--- src/rtl/instr_fetch.sv ---
// Instruction fetch stage: owns the PC, reads the instruction ROM and hands
// words to decode over valid/ready, redirecting on j and taken beq.
module instr_fetch #(
    parameter logic [31:0] RESET_PC    = 32'h0000_0000,
    parameter int unsigned BOOT_CYCLES = 1
) (
    input  logic        clk,
    input  logic        rst_n,
    input  logic        en,
    output logic [31:0] rom_addr,
    input  logic [31:0] rom_data,
    output logic [31:0] instr_out,
    output logic [31:0] pc_out,
    output logic        valid_out,
    input  logic        ready_in,
    input  logic        jmp,
    input  logic [25:0] jmp_index,
    input  logic        br_taken,
    input  logic [15:0] br_offset,
    output logic [31:0] fetch_count
);

    typedef enum logic {BOOT, RUN} state_t;

    localparam logic [3:0] BOOT_LAST = 4'(BOOT_CYCLES - 1);

    state_t      state;
    state_t      state_nxt;
    logic [3:0]  boot_cnt;
    logic [31:0] pc;
    logic        running;
    logic        take;
    logic        load;
    logic        redirect;
    logic [31:0] seq;
    logic [31:0] target;

    always_ff @(posedge clk or negedge rst_n) begin
        if (!rst_n) state <= BOOT;
        else        state <= state_nxt;
    end

    always_comb begin
        state_nxt = state;
        if (state == BOOT && boot_cnt == BOOT_LAST)
            state_nxt = RUN;
    end

    always_comb begin
        running = (state == RUN);
    end

    always_ff @(posedge clk or negedge rst_n) begin
        if (!rst_n)             boot_cnt <= '0;
        else if (state == BOOT) boot_cnt <= boot_cnt + 4'd1;
    end

    assign take     = valid_out & ready_in;
    assign load     = en & (~valid_out | ready_in);
    assign redirect = take & (jmp | br_taken);
    assign seq      = pc_out + 32'd1;
    // jmp has priority over br_taken when both are raised
    assign target   = jmp ? {seq[31:26], jmp_index}
                          : seq + {{16{br_offset[15]}}, br_offset};
    assign rom_addr = pc;

    always_ff @(posedge clk or negedge rst_n) begin
        if (!rst_n) begin
            pc          <= RESET_PC;
            instr_out   <= '0;
            pc_out      <= '0;
            valid_out   <= 1'b0;
            fetch_count <= '0;
        end else if (running) begin
            if (take)
                fetch_count <= fetch_count + 32'd1;
            // A redirect squashes the sequential word at pc; the target is fetched next cycle
            if (redirect) begin
                pc        <= target;
                valid_out <= 1'b0;
            end else if (load) begin
                instr_out <= rom_data;
                pc_out    <= pc;
                valid_out <= 1'b1;
                pc        <= pc + 32'd1;
            end else if (take) begin
                valid_out <= 1'b0;
            end
        end
    end

endmodule

--- config.mk ---
export PLATFORM = sky130hd
export DESIGN_NAME = instr_fetch
export DESIGN_NICKNAME = d
export VERILOG_FILES = /design/src/rtl/instr_fetch.sv
export SDC_FILE = /design/constraint.sdc
export NUM_CORES = 1
export LEC_CHECK = 0
export ABC_AREA = 1
export CORE_MARGIN = 4
export CORE_UTILIZATION = 30
export CTS_CLUSTER_SIZE = 40
export DETAILED_ROUTE_END_ITERATION = 16
export PLACE_DENSITY = 0.59
export SLEW_MARGIN = 20
export SYNTH_ARGS = -nofsm -noshare
export SYNTH_HDL_FRONTEND = slang
export SYNTH_SLANG_ARGS = --single-unit
--- constraint.sdc ---
create_clock -name clk -period 6.6 [get_ports clk]
set_input_delay 1.65 -clock clk [delete_from_list [all_inputs] [get_ports clk]]
set_output_delay 1.65 -clock clk [all_outputs]
set_load 0.005 [all_outputs]
Word-level counts from Yosys, hierarchy flattened
Index checks and enable logic that the tools add are counted.
Word-level totals
  output and inout port bits: 129
  word-level logic and storage cells: 34
  register bits: 134
  input port bits: 80
Cells by class
  reductions and logical operators: 8
  muxes and demuxes: 6
  add/subtract/negate cells: 5
  bitwise logic cells: 8
Operator list (number)
  $add 32x1->32 const B: 3
  $mux 32: 3
  $add 32x32->32: 1
  $reduce_and 2->1: 3
  $add 4x1->4 const B: 1
  $logic_not 4->1: 1
  $and 1x1->1: 3
  $mux 1: 3
  $not 1->1: 3
  $reduce_and 3->1: 1
  $reduce_bool 3->1: 1
  $or 1x1->1: 2
  $reduce_bool 2->1: 1
  $logic_and 1x1->1: 1

Longest topological paths before layout
Gate-level depths: netlist of the first run.
  word-level depth: 5
  mapped depth: 28
  mapped depth without buffers: 28

Least setup slack after synthesis of the first run
Ideal clock, no wire load.
  kind: input to register
  start point: input br_offset[0]
  end point: register pc[14] (netlist: rom_addr[14])
  stages: 11
  setup slack: 3439 ps
  arrival time: 3035 ps
  buffers on the path: 0
  required time: 6474 ps
  library setup time: 126 ps
  path through: ha_1 fa_1 nand3_1 nand2_1 nand3_1 nand2_1 nand2_1 nand2_1 xor2_1 o21ai_0 a21oi_1
Between the ends
  longest elaborated chain between the ends: 3
RTL lines
  from (decl): RTL line 19  | input logic [15:0] br_offset,
  $add 32x32->32: RTL line 64  | : seq + {{16{br_offset[15]}}, br_offset};
  $mux 32: RTL line 63  | assign target = jmp ? {seq[31:26], jmp_index}
  $mux 32: RTL line 78  | if (redirect) begin
  to (signal assigned): RTL line 79  | pc <= target;
  to (signal assigned): RTL line 85  | pc <= pc + 32'd1;
  to (decl): RTL line 30  | logic [31:0] pc;
No other way between the ends.
A chain may end at the register's enable or synchronous reset.

Final worst setup path of the first run
  start point: input br_offset[15]
  end point: register pc[31] (netlist: rom_addr[31])
The elaborated chain is that of the path after synthesis.

==> results.yml, run 1 <==
run:
  maxCapViolations: 0
synth:
  post_synth_num_cell_types: 45
  syn_area_sq_um: 9831
  ys_seq_area_share_pct: 34.11
  synth_ff_type: "dfrtp_1"
  syn_inst: 1356
  synth.avg_cell_area_sq_um: 7.250
  yosysWarningCount: 0
  synth.net_count: 1478
  synth_edf_count: 0
  async_flop_share_pct: 100.0
  synth-seq-cells: 134
critical_path:
  crit_path_top_delay_cell: "clkdlybuf4s50_1"
  crit_path_start: "br_offset[15]"
  cp.arrival_ns: 4.60
  crit_path_start_kind: "primary input"
  path_cells: "clkdlybuf4s50_1 > ha_1 > nand2_1 > nor2_1 > nand2_1 > nor3b_1 > a21oi_1 > nand2_1 > nand3_1 > nand2_1 > nand2_1 > nand2_1 > nand2_1"
  end_kind: "flop"
  cpPeakStageDelay_ns: 0.95
  path_buf_inv: 1
  cp_top_family: "simple AND/OR/NAND/NOR gates"
  crit_type: "primary input to flop"
  cp.required_ns: 6.91
  crit_path_max_fanout: 22
  crit_top_cell: "nand2_1"
  rr_startpoint: "pc_out[0]"
timing:
  max_slew_margin_pct: 31.42
  hold_violations: 0
  rsz0062_at_grt: "no"
  finalSetupViolations: 0
  final.setup.worst_slack_ns: 2.307
  whs_ns: 0.4828
  clock.fmax_mhz: 232.9
  period_minus_slack_ns: 4.293
  drv_slew: 0
  tightestPinTransition_ns: 1.026
  fin_skew_ns: 0.009612
  min_period_over_period_pct: 65.05
  fin_tns_setup_ns: 0
grt:
  grt.overflow.total: 0
  grt_pass1_wl_microns: 53020
  antenna_found_initial: 1
  grt_use_total_pct: 18.69
  first_global_vias: 9674
  grt_max_degree: 89
power_and_ir_drop:
  ir_worst_vdd_v: 0.0001803
  power.internal_mw: 2.966
  clkPwrFrac_pct: 17.6
  switchingPower_mw: 2.418
  swShare_pct: 44.91
  pwr-share-comb_pct: 53.3
  pwr_density_cell_nw_per_um2: 414.4
  total_power_mw: 5.385
  p_leak_nw: 6.050
  p_seq_share_pct: 29.1
detailed_routing:
  drc_errors: 0
  vias: 9635
  drt-pass1-iter-count: 5
  ant_nets: 0
  vias_per_cell: 4.782
  totalWireLength_microns: 33890
  drt-initial-drc-count: 589
  post_drt_wl_per_cell_microns: 16.82
finish:
  syn_to_final_growth_pct: 32.18
  multiInputGateArea_sq_um: 5727
  diodes: 0
  regArea_sq_um: 3353
  final_cells: 2015
  final_layout_size_suffix_gt1_share_pct: 7.883
  nets: 1682
  fillers: 3376
clock_tree:
  clockBufferDepth: 2
  clk_pin_slew_ns: 0.06
  worstSkewPairLatency_ns: 0.42
  h-tree-depth: 4
  post_cts_buffers: 0
  cts_resized: 0
  cts_num_sinks: 134
  cts_root_buf: "clkbuf_16"
  numCtsBuffers: 17
  ctsHoldBuffers: 0
  cts_tree: "done"
placement:
  post-dp-hpwl_microns: 26820
  routabilityCongestion: 0.9062
  dp.cells: 1983
  portBuffers: 208
  dp_slack_ns: 1.954
min_path:
  hold_path_class: "flop to flop"
  min_from: "boot_cnt[3]"
floorplanning:
  die_x_microns: 189.0
  rows: 66
  chipHeight_microns: 189.0
  pin_count: 209
  die_area_sq_um: 35730
  core_area_sq_um: 32450
  start_util_pct: 30.29
outcome:
  status: "complete, no violations"
## logic make-up (layout without fill, tap and decap cells)
family | after synthesis | after routing | synth area share [%]
xor+xnor | 91 | 91 | 8.107
flops | 134 | 134 | 34.11
mux | 41 | 41 | 4.696
fa+ha+maj | 42 | 42 | 5.422
buf+inv | 201 | 418 | 7.789
compound gates | 164 | 164 | 9.075
simple gates | 683 | 683 | 30.80
## final cells by class
type	instances	area share, %
inverter	173	4.998
timing repair buffer	213	16.32
clock inverter	14	1.165
sequential	134	25.81
tap	442	4.256
clock buffer	18	3.380
multi-input combinational	1021	44.07
## cells in the mapped netlist, types with 7 or more instances
library cell	instances	share of area, %
xor2_1	66	5.9
nor2_4	7	0.80
dfrtp_1	134	34
nand3_1	80	4.1
o21ai_0	55	2.8
inv_1	170	6.5
nand2_1	343	13
nor3_1	39	2.0
nand4_1	13	0.83
buf_2	9	0.46
nor2_1	156	6.0
ha_1	41	5.2
o21bai_1	7	0.53
nor2_2	8	0.51
mux2_2	41	4.7
clkbuf_1	18	0.69
a21oi_1	81	4.1
xnor2_1	25	2.2
## flip-flops by register name, indices dropped and copies added, names as in the netlist
signal	count
boot_cnt	4
pc_out	32
rom_addr	32
valid_out	1
instr_out	32
running	1
fetch_count	32
## power groups by stage
| stage | logic [mW] | clock network (mW) | registers [mW] |
|---|---|---|---|
| 2_1_floorplan | 1.69 | 0 | 1.43 |
| 3_3_place_gp | 2.85 | 0 | 1.57 |
| 3_5_place_dp | 2.86 | 0 | 1.58 |
| 4_1_cts | 2.88 | 0.975 | 1.57 |
| 5_1_grt | 3.21 | 1.01 | 1.62 |
| 6_report | 2.87 | 0.949 | 1.57 |
## metrics by stage
stage	area [sq um]	util (%)
after detailed placement	12400	38.22
after global routing	12990	40.04
after CTS	12990	40.04
final	12990	40.04
after global placement	12400	38.22
after floorplan	9831	-
## layout by cell type, fill, tap and decap left out, types with 3 or more instances in the layout
master	n
nand4_1	13
nor3_2	4
mux2_2	41
o21ai_0	55
xor2_1	66
nor2_4	7
clkbuf_16	17
dfrtp_1	134
nor3_1	39
nand4_2	3
a22oi_1	3
ha_1	41
a21oi_1	81
nand2_2	6
nand3_1	80
buf_4	5
nor4_1	6
nor3b_1	3
o21bai_1	7
inv_1	170
nor2_2	8
nor2_1	156
xnor2_1	25
nand2_1	342
clkdlybuf4s50_1	207
o211ai_1	4
clkinvlp_4	8
nand2_4	5
a31oi_1	6
## final timing paths
check,end,slack (ns),cells after the start
worst min-delay path,boot_cnt[3],0.48,1
worst max register to register,rom_addr[31],3.05,23
worst min register to register,boot_cnt[3],0.48,1
min in group asynchronous,fetch_count[9],1.28,1
max in group asynchronous,pc_out[31],4.06,2
worst max-delay path,rom_addr[31],2.31,13
## layer usage
layer,routed length (microns),GRT usage (%),vias to the layer above,share of wire (%)
met3,2487,4.683,44,7.3
met1,14910,24.30,4488,44
met5,13,0,-,0.038
met2,15860,31.22,318,47
li1,-,-,4783,-
met4,610,4.793,2,1.8
Power figures use the tool's default switching activity.
==> run 2, diff against run 1 <==
Clock period 6.6 ns to 4.1 ns, I/O delays scaled along.
==> run 2 against run 1 <==
Compared with the run above:
- non-clock buffer count increased by 7
- flip-flop and latch count did not move
- critical endpoint is now rom_addr[27]
- power is 64% higher
- combinational power grew 64%
- sequential share of layout area shrank 0.23 points
- largest cell class unchanged
==> results.yml, run 2 (synthesis gave the netlist of run 1 again) <==
critical_path:
  cp.arrival_ns: 4.09
  cp.depth: 22
  end_kind: "flop"
  cp.required_ns: 4.45
  crit_path_start: "pc_out[1]"
  crit_path_start_kind: "flop"
  cpPeakStageDelay_ns: 0.41
  r2r_end: "rom_addr[27]"
  crit_type: "flop to flop"
  cp_top_family: "simple AND/OR/NAND/NOR gates"
  rr_worst_depth: 22
  path_cells: "ha_1 > nand2_1 > nor2_2 > nand4_2 > nor2_2 > nand2_2 > nor2_2 > nand3_2 > nor2_2 > xnor2_1 > inv_1 > ha_1 > nand2_1 > inv_1 > nand2_1 > nor4_4 > nand2_1 > nand2_1 > nand2_1 > nand3_1 > nand2_1 > a21oi_1"
  crit_path_top_delay_cell: "dfrtp_1"
  rr_startpoint: "pc_out[1]"
  crit_path_max_fanout: 5
  crit_top_cell: "nand2_1"
  path_buf_inv: 2
  r2r_slack_ns: 0.36
detailed_routing:
  vias_per_cell: 4.775
  drt-pass1-iter-count: 6
  ant_nets: 0
  post_drt_wl_per_cell_microns: 17.53
  drc_errors: 0
  totalWireLength_microns: 35440
  vias: 9655
  drt-initial-drc-count: 621
timing:
  drv_slew: 0
  rsz0062_at_grt: "no"
  period_minus_slack_ns: 3.745
  fin_tns_setup_ns: 0
  min_period_over_period_pct: 91.34
  hold_violations: 0
  clock.fmax_mhz: 267.0
  finalSetupViolations: 0
  fin_skew_ns: 0.008907
  tightestPinTransition_ns: 0.8062
  max_slew_margin_pct: 46.25
  whs_ns: 0.4755
placement:
  routabilityCongestion: 0.9685
  post-dp-hpwl_microns: 28590
  placed_area_sq_um: 12480
  portBuffers: 208
min_path:
  whs_endpoint: "fetch_count[31]"
  hold_path_class: "flop to flop"
  min_from: "fetch_count[31]"
  hold_depth: 1
clock_tree:
  clk_pin_slew_ns: 0.06
  cts_num_sinks: 134
  clockBufferDepth: 2
  cts_root_buf: "clkbuf_16"
  worstSkewPairLatency_ns: 0.43
  cts_tree: "done"
  h-tree-depth: 4
  ctsHoldBuffers: 0
  post_cts_buffers: 0
  numCtsBuffers: 17
finish:
  multiInputGateArea_sq_um: 5742
  final_layout_size_suffix_gt1_share_pct: 8.291
  final_core_util_pct: 40.39
  syn_to_final_growth_pct: 33.35
  diodes: 0
  layout.cells.most_common: "nand2_1"
  fillers: 3328
  nets: 1689
  finish.instance_area_sq_um: 13110
  regArea_sq_um: 3353
  mostFrequentLayoutCells: "342 x nand2_1, 207 x clkdlybuf4s50_1, 170 x inv_1"
floorplanning:
  start_util_pct: 30.29
  core_area_sq_um: 32450
  die_area_sq_um: 35730
  pin_count: 209
  chipHeight_microns: 189.0
  die_x_microns: 189.0
  rows: 66
power_and_ir_drop:
  pwr_density_cell_nw_per_um2: 672.5
  p_leak_nw: 6.146
  ir_worst_vdd_v: 0.0004175
grt:
  grt_use_total_pct: 19.55
  grt_max_degree: 84
  antenna_found_initial: 0
  grt_pass1_wl_microns: 54900
  first_global_vias: 9791
  grt.overflow.total: 0
outcome:
  status: "complete, no violations"
run:
  maxCapViolations: 0
[run 2: cell types whose count changed in the layout (fill, tap and decap cells not counted), sizes merged]
cell      previous run  this run
buf                  6        13
clkinvlp             8         1
bufinv               2         4
clkinv               3        10
inv                174       172
[run 2: report_power, final]
group          switching, mW  leakage [nW]  internal (mW)
Combinational           2.61          4.26           2.10
Sequential             0.712          1.58           1.78
Clock                  0.589         0.303           1.01
[run 2: worst max-delay path by stage]
| stage | endpoint | slack, ns |
|---|---|---|
| global placement | rom_addr[27] | 0.23 |
| finish | rom_addr[27] | 0.36 |
| CTS | rom_addr[27] | 0.27 |
| detailed placement | rom_addr[27] | 0.28 |
| global route | rom_addr[27] | 0.03 |
| floorplan | rom_addr[31] | 1.24 |
[run 2: cell type report]
type	instances	share of cell area, %
multi-input cells	1021	43.80
flip-flops and latches	134	25.58
repair buffers	220	16.77
inverters	173	4.954
well taps	442	4.219
clock buffers	18	3.274
clock inverters	14	1.403
[run 2: metal layers]
metal	part of all wire [%]	up-vias	track usage [%]
met1	43	4492	24.96
met2	47	323	32.80
met3	7.5	46	5.015
met5	0	-	0
li1	-	4794	-
met4	2.3	0	5.633
[run 2: through the flow]
step,setup WS [ns],cells,total power [mW]
finish,0.3552,2022,8.815
global route,0.02563,2022,9.523
CTS,0.2652,2022,8.865
detailed placement,0.2841,1990,7.210
global placement,0.2342,1990,7.193
floorplan,1.243,1356,5.016
[run 2: timing repair]
item / CTS / global route
endpoints found under the setup margin: 0 / 1
resized for setup: 0 / 2
hold endpoints to repair: 0 / 0
==> run 3, diff against run 2 <==
Settings changed: HOLD_SLACK_MARGIN from default to 0.02.
==> results of run 3 <==
The final DEF is identical to that of run 2; final timing and power are the same.
